### src/rtl/fac_p1_pkg.sv
// fac_p1_pkg: display FSM states and active-low seven-segment glyph constants
package fac_p1_pkg;

    typedef enum logic {BLANK, SHOW} disp_state_t;

    localparam logic [6:0] SEG_OFF = 7'h7F;
    localparam logic [6:0] GLYPH_0 = 7'h40;
    localparam logic [6:0] GLYPH_1 = 7'h79;
    localparam logic [6:0] GLYPH_2 = 7'h24;
    localparam logic [6:0] GLYPH_3 = 7'h30;

endpackage

### src/rtl/seg7_decoder.sv
// seg7_decoder: 2-bit value to active-low gfedcba glyph
module seg7_decoder
    import fac_p1_pkg::*;
(
    input  logic [1:0] value_i,
    output logic [6:0] seg_o
);

    always_comb begin
        seg_o = (value_i == 2'd0) ? GLYPH_0 :
                (value_i == 2'd1) ? GLYPH_1 :
                (value_i == 2'd2) ? GLYPH_2 : GLYPH_3;
    end

endmodule

### src/rtl/result_display_mux.sv
// result_display_mux: snapshots ALU result/flags and multiplexes them onto a
// 4-digit active-low seven-segment display, blinking the result on overflow
module result_display_mux
    import fac_p1_pkg::*;
#(
    parameter int REFRESH_DIV = 50_000,
    parameter int BLINK_DIV   = 25_000_000
) (
    input  logic       clk,
    input  logic       rst,
    input  logic [1:0] result,
    input  logic [2:0] flags,
    input  logic       load,
    input  logic       clr,
    output logic [6:0] seg,
    output logic [3:0] an,
    output logic       showing
);

    localparam int RW = $clog2(REFRESH_DIV);
    localparam int BW = $clog2(BLINK_DIV);

    disp_state_t state_q, state_d;
    logic [1:0]  snap_res_q, snap_res_d;
    logic [2:0]  snap_flg_q, snap_flg_d;
    logic [1:0]  idx_q, idx_d;
    logic [RW-1:0] rcnt_q, rcnt_d;
    logic [BW-1:0] bcnt_q, bcnt_d;
    logic        bph_q, bph_d;
    logic [6:0]  seg_q, seg_d;
    logic [3:0]  an_q, an_d;
    logic        showing_q;
    logic        rwrap, bwrap, blank_digit;
    logic [1:0]  digit_val;
    logic [6:0]  glyph;

    seg7_decoder u_dec (
        .value_i (digit_val),
        .seg_o   (glyph)
    );

    // clr dominates load; counters free-run regardless of state
    always_comb begin
        rwrap       = rcnt_q == RW'(REFRESH_DIV - 1);
        bwrap       = bcnt_q == BW'(BLINK_DIV - 1);
        state_d     = clr ? BLANK : load ? SHOW : state_q;
        snap_res_d  = clr ? 2'b00 : load ? result : snap_res_q;
        snap_flg_d  = clr ? 3'b000 : load ? flags : snap_flg_q;
        rcnt_d      = rwrap ? '0 : rcnt_q + 1'b1;
        idx_d       = rwrap ? idx_q + 2'd1 : idx_q;
        bcnt_d      = bwrap ? '0 : bcnt_q + 1'b1;
        bph_d       = bwrap ? ~bph_q : bph_q;
        digit_val   = (idx_q == 2'd0) ? snap_res_q :
                      {1'b0, (idx_q == 2'd1) ? snap_flg_q[1] :
                             (idx_q == 2'd2) ? snap_flg_q[0] : snap_flg_q[2]};
        blank_digit = (idx_q == 2'd0) && snap_flg_q[2] && bph_q;
        seg_d       = (state_q == SHOW && !blank_digit) ? glyph : SEG_OFF;
        an_d        = (state_q == SHOW) ? ~(4'b0001 << idx_q) : 4'hF;
    end

    always_ff @(posedge clk) begin
        if (rst) begin
            state_q    <= BLANK;
            snap_res_q <= 2'b00;
            snap_flg_q <= 3'b000;
            idx_q      <= 2'd0;
            rcnt_q     <= '0;
            bcnt_q     <= '0;
            bph_q      <= 1'b0;
            seg_q      <= SEG_OFF;
            an_q       <= 4'hF;
            showing_q  <= 1'b0;
        end else begin
            state_q    <= state_d;
            snap_res_q <= snap_res_d;
            snap_flg_q <= snap_flg_d;
            idx_q      <= idx_d;
            rcnt_q     <= rcnt_d;
            bcnt_q     <= bcnt_d;
            bph_q      <= bph_d;
            seg_q      <= seg_d;
            an_q       <= an_d;
            showing_q  <= state_q == SHOW;
        end
    end

    assign seg     = seg_q;
    assign an      = an_q;
    assign showing = showing_q;

endmodule
### config.mk
export PLATFORM = sky130hd
export DESIGN_NAME = result_display_mux
export DESIGN_NICKNAME = d
export VERILOG_FILES = /design/src/rtl/fac_p1_pkg.sv /design/src/rtl/seg7_decoder.sv /design/src/rtl/result_display_mux.sv
export SDC_FILE = /design/constraint.sdc
export NUM_CORES = 1
export LEC_CHECK = 0
export CAP_MARGIN = 0
export CORE_MARGIN = 8
export CORE_UTILIZATION = 60
export DETAILED_ROUTE_END_ITERATION = 16
export DONT_BUFFER_PORTS = 1
export GPL_TIMING_DRIVEN = 0
export MAX_ROUTING_LAYER = met4
export PLACE_DENSITY = 0.76
export SYNTH_ARGS = -nofsm -noshare
export SYNTH_HDL_FRONTEND = slang
export SYNTH_SLANG_ARGS = --single-unit
### constraint.sdc
create_clock -name clk -period 2.26 [get_ports clk]
set_input_delay 0.339 -clock clk [delete_from_list [all_inputs] [get_ports clk]]
set_output_delay 0.339 -clock clk [all_outputs]
set_load 0.03 [all_outputs]
Yosys cells after proc, flatten, opt, wreduce, memory -nomap -nowiden
Index checks and enable logic that the tools add are counted.

Output and inout port bits: 12. Input port bits: 9. Bits in registers: 62. Word-level logic and storage cells: 43.

Equality and inequality tests: 6. Bitwise gates (word level): 4. Add/sub/neg operators: 3. Multiplexer cells: 6. Shift operators: 1. Reduce and logical (&&, ||, !) cells: 12.

Operators by type and width (number): $add A25 B1 Y25 const B (1); $eq A25 B25 Y1 const B (1); $add A16 B1 Y16 const B (1); $eq A16 B16 Y1 const B (1); $mux W6 (2); $reduce_or A2 Y1 (5); $mux W5 (1); $eq A2 B1 Y1 const B (2); $eq A2 B2 Y1 const B (2); $logic_not A2 Y1 (2); $not A4 Y4 (1); $reduce_or A4 Y1 (1); $shl A1 B2 Y4 const A (1); $logic_and A1 B1 Y1 (3); $not A1 Y1 (3); $add A2 B1 Y2 const B (1); $mux W1 (2); $mux W2 (1); $logic_not A1 Y1 (1).

Depth between registers and ports, before layout
Word-level depth: 8. Depth in mapped cells: 7. Gate-level depth less buffers: 6.

By module
Synthesis repeated with hierarchy kept, for this count alone.

Cells, all modules: 292. Area, all modules: 2646.3 um2.

Modules (own cells, without submodules): result_display_mux (cells an instance 284, seq. area each 1241.2 um2, times used 1, area an instance 2598.7 um2); seg7_decoder (cells an instance 8, seq. area each 0.0 um2, times used 1, area an instance 47.5 um2).

Least setup slack after synthesis
OpenSTA, ideal clock, no wires.

Path kind: register to register. Start point: register bcnt_q[0]. End point: register bcnt_q[24]. Clock period less this slack: 1736 ps. Path buffers: 0. Arrival time: 1643 ps. Cell stages (with the launch flop): 6. Required time: 2168 ps. Library setup time: 92 ps. Path slack: 524 ps. Path through: dfxtp_1 ha_1 nand2_1 or4_4 or3_1 o32ai_1.

Longest elaborated chain between the ends: 2. Elaborated cells between the ends (all ways): 3. Those cells by class: add/sub (1); eq/ne (1); reduce/logical (1).

RTL lines: start, declared (RTL line result_display_mux.sv:28) `logic [BW-1:0] bcnt_q, bcnt_d;`; start signal, assigned (RTL line result_display_mux.sv:79) `bcnt_q <= bcnt_d;`; parallel branches: the longest is 2 deep, another holds $add A25 B1 Y25.

Several ways; the timed one is not identified. A chain may end at the register's enable or synchronous reset.

Final worst setup path
Start point: register bcnt_q[15]. End point: register bcnt_q[6].

Longest elaborated chain between the ends: 2.

RTL lines: $eq A25 B25 Y1 (RTL line result_display_mux.sv:45) `bwrap = bcnt_q == BW'(BLINK_DIV - 1);`; $reduce_or A2 Y1 (no source line).

No other way between the ends.

==> results.sh <==
export IMPL_run_status="finished, final reports clean"
export IMPL_switching_share_pct=22.8
export IMPL_ioPinCount=21
export IMPL_synth_area_um2=2660
export IMPL_slew_limit_headroom_pct=65.1
export IMPL_grt_pass1_wl_um=8170
export IMPL_antenna_cells=0
export IMPL_area_growth_pct=9.49
export IMPL_fin_crit_ns=1.97
export IMPL_start_kind="flip-flop"
export IMPL_synthCells=296
export IMPL_reg2reg_depth=5
export IMPL_gp_congestion=0.825
export IMPL_power_leakage_uw=0.00101
export IMPL_tightest_slew_ns=0.516
export IMPL_async_flop_share_pct=0
export IMPL_clkTransAtPathRegs_ns=0.07
export IMPL_yosysTopAreaCell="dfxtp_1"
export IMPL_drive_above_1_share_pct=9.00
export IMPL_setup_violations=0
export IMPL_synthFlopType="dfxtp_1"
export IMPL_rsz0062_at_grt="false"
export IMPL_final_max_slew_violation_count=0
export IMPL_fin_skew_ns=0.00925
export IMPL_setup_tns_final_ns=0
export IMPL_cts_resized=0
export IMPL_combPwrFrac_pct=2.6
export IMPL_hold_viol_final=0
export IMPL_power_density_nw_per_um2=720
export IMPL_holdPathStages=1
export IMPL_vias=2078
export IMPL_synth_distinct_cells=39
export IMPL_synth_seq_area_share_pct=45.8
export IMPL_hpwl_um=3430
export IMPL_hp_class="in -> reg"
export IMPL_required_ns=2.49
export IMPL_htree_levels=3
export IMPL_synth_top_cell_area_share_pct=45.8
export IMPL_crit_type="reg -> reg"
export IMPL_ys_warnings_count=0
export IMPL_cp_arrival_ns=2.19
export IMPL_grtUsageTotal_pct=16.2
export IMPL_intPower_uw=1620
export IMPL_syn_avg_cell_area_um2=9.00
export IMPL_grt_max_degree=12
export IMPL_drtAntennaViolNets=0
export IMPL_seqPwrFrac_pct=53.2
export IMPL_drt_vias_per_instance=5.72
export IMPL_finalNetCount=321
export IMPL_crit_fanout=10
export IMPL_fillers=364
export IMPL_hold_ws_ns=0.125
export IMPL_grt_pass1_vias=1825
export IMPL_yosys_top_cells_count="61 x dfxtp_1, 41 x nor2_1, 26 x nand2_1"
export IMPL_drtPass1Iterations=4
export IMPL_worstSkewPairLatency_ns=0.34
export IMPL_cts_tree="done"
export IMPL_ys_ff_latch=61
export IMPL_reg2reg_from="bcnt_q[15]"
export IMPL_dieArea_um2=6830
export IMPL_core_um2=4320
export IMPL_hold_end="showing"
export IMPL_route_detailed_drc=0
export IMPL_p_sw_uw=479
export IMPL_start_util_pct=61.6
export IMPL_io_buffers=0
export IMPL_synthTopCellsByArea="dfxtp_1 46%, nor2_1 5.8%, xnor2_1 4.6%"
export IMPL_ir_drop_mv=0.372
export IMPL_yosysMostFrequentCell="dfxtp_1"
export IMPL_cts_sinks=61
export IMPL_die_w_um=82.6
export IMPL_fmax_mhz=508
export IMPL_numCtsBuffers=9
export IMPL_maxCapViolCount=0
export IMPL_fin_crit_sh_pct=87.0
export IMPL_timing_rr_end="bcnt_q[6]"
export IMPL_p_clk_share_pct=44.2
export IMPL_synth_edf_count=0
export IMPL_synth_nets=311
export IMPL_grt_antenna_before_repair=0
export IMPL_wl_per_cell_um=13.5
export IMPL_die_y_um=82.6
export IMPL_wirelength_um=4900
export IMPL_reg2reg_slack_ns=0.29
export IMPL_cts_hold_fix_buffers=0
export IMPL_cts_root_buf="clkbuf_8"
export IMPL_overflow=0
export IMPL_cts_max_path_buffers=2
export IMPL_end_kind="flip-flop"
export IMPL_rows=24
export IMPL_min_from="rst"
export IMPL_post_cts_buffers=0
export IMPL_drt_iter0_markers=108
[worst max path at each step]
| stage | from | endpoint | slack (ns) | cells past startpoint |
|---|---|---|---|---|
| 6_report | bcnt_q[15] | bcnt_q[6] | 0.29 | 5 |
| 5_1_grt | rcnt_q[0] | rcnt_q[12] | 0.09 | 6 |
| 4_1_cts | rcnt_q[0] | rcnt_q[9] | 0.14 | 7 |
| 3_5_place_dp | rcnt_q[0] | rcnt_q[9] | 0.16 | 7 |
| 3_3_place_gp | rcnt_q[0] | rcnt_q[11] | 0.16 | 7 |
| 2_1_floorplan | bcnt_q[0] | bcnt_q[24] | 0.52 | 5 |
[per-layer routing]
metal / up-vias / GRT usage [%] / routed length, µm
li1: 1061 / - / -
met1: 965 / 18.2 / 2180
met4: 0 / 7.93 / 105
met2: 39 / 25.0 / 2320
met5: - / - / 0
met3: 13 / 5.74 / 286
[power groups by stage]
stage          logic (µW)  clock network [µW]  registers, µW
4_1_cts              55.7                 947           1120
3_5_place_dp         55.3                   0           1140
5_1_grt              60.8                 992           1120
3_3_place_gp         53.8                   0           1140
6_report             53.8                 929           1120
2_1_floorplan        45.0                   0           1140
[cells in the final DEF (no fill, tap or decap), types with 3 or more instances in the layout]
cell,synthesis,routed
dfxtp_1,61,61
nor2_1,41,41
nand2_1,26,26
xnor2_1,14,14
xor2_1,13,13
nand3_1,12,12
nand4_1,12,12
inv_1,11,11
or3_1,11,11
o21ai_0,9,9
a21oi_1,9,9
clkbuf_8,0,9
mux2i_1,7,7
clkbuf_1,6,6
and3_1,6,6
nor4_1,6,6
ha_1,6,6
or4_1,4,4
nor3_1,4,4
and2_1,3,3
nor4b_1,3,3
and4_1,3,3
buf_2,3,3
or4_4,3,3
[critical path, stage by stage (launching register included)]
cell and delay, ns:
dfxtp_1 0.38, nor4b_1 0.53, nand4_1 0.29, o21ai_0 0.30, buf_2 0.28, nor2_1 0.08
[through the flow]
step                      instance area (µm²)  util [%]  setup slack (ns)  std cells  total power, µW
after floorplan                          2660         -             0.524        296             1180
after global placement                   2730      63.1             0.157        348             1200
after detailed placement                 2730      63.1             0.163        348             1200
after CTS                                2920      67.5             0.138        364             2120
after global routing                     2920      67.4            0.0904        363             2170
final                                    2920      67.4             0.293        363             2100
[cells by family (layout without fill, tap and decap cells)]
logic type | after synthesis | in the layout | share of synthesized area [%]
DFF | 61 | 61 | 45.8
buffers and inverters | 23 | 38 | 3.80
AOI/OAI and AO/OA | 28 | 28 | 6.29
and+or+nand+nor | 143 | 143 | 29.3
muxes | 8 | 8 | 3.05
xor gates and xnor gates | 27 | 27 | 8.88
adders and majority gates | 6 | 6 | 2.82
[state kept, by name (all words and copies together), names as in the netlist]
register and count:
an 4, bcnt_q 25, bph_q 1, idx_q 2
rcnt_q 16, seg 6, showing 1, snap_flg_q 3
snap_res_q 2, state_q 1
[layout make-up]
cell class / count / area, µm² / area share (%)
inverters: 11 / 41.3 / 1.42
clock buffers: 10 / 128 / 4.38
multi-input cells: 212 / 1340 / 46.0
well taps: 52 / 65.1 / 2.23
flip-flops and latches: 61 / 1220 / 41.9
clock inverters: 6 / 63.8 / 2.19
plain buffers: 11 / 56.3 / 1.93
Power figures use the tool's default switching activity.
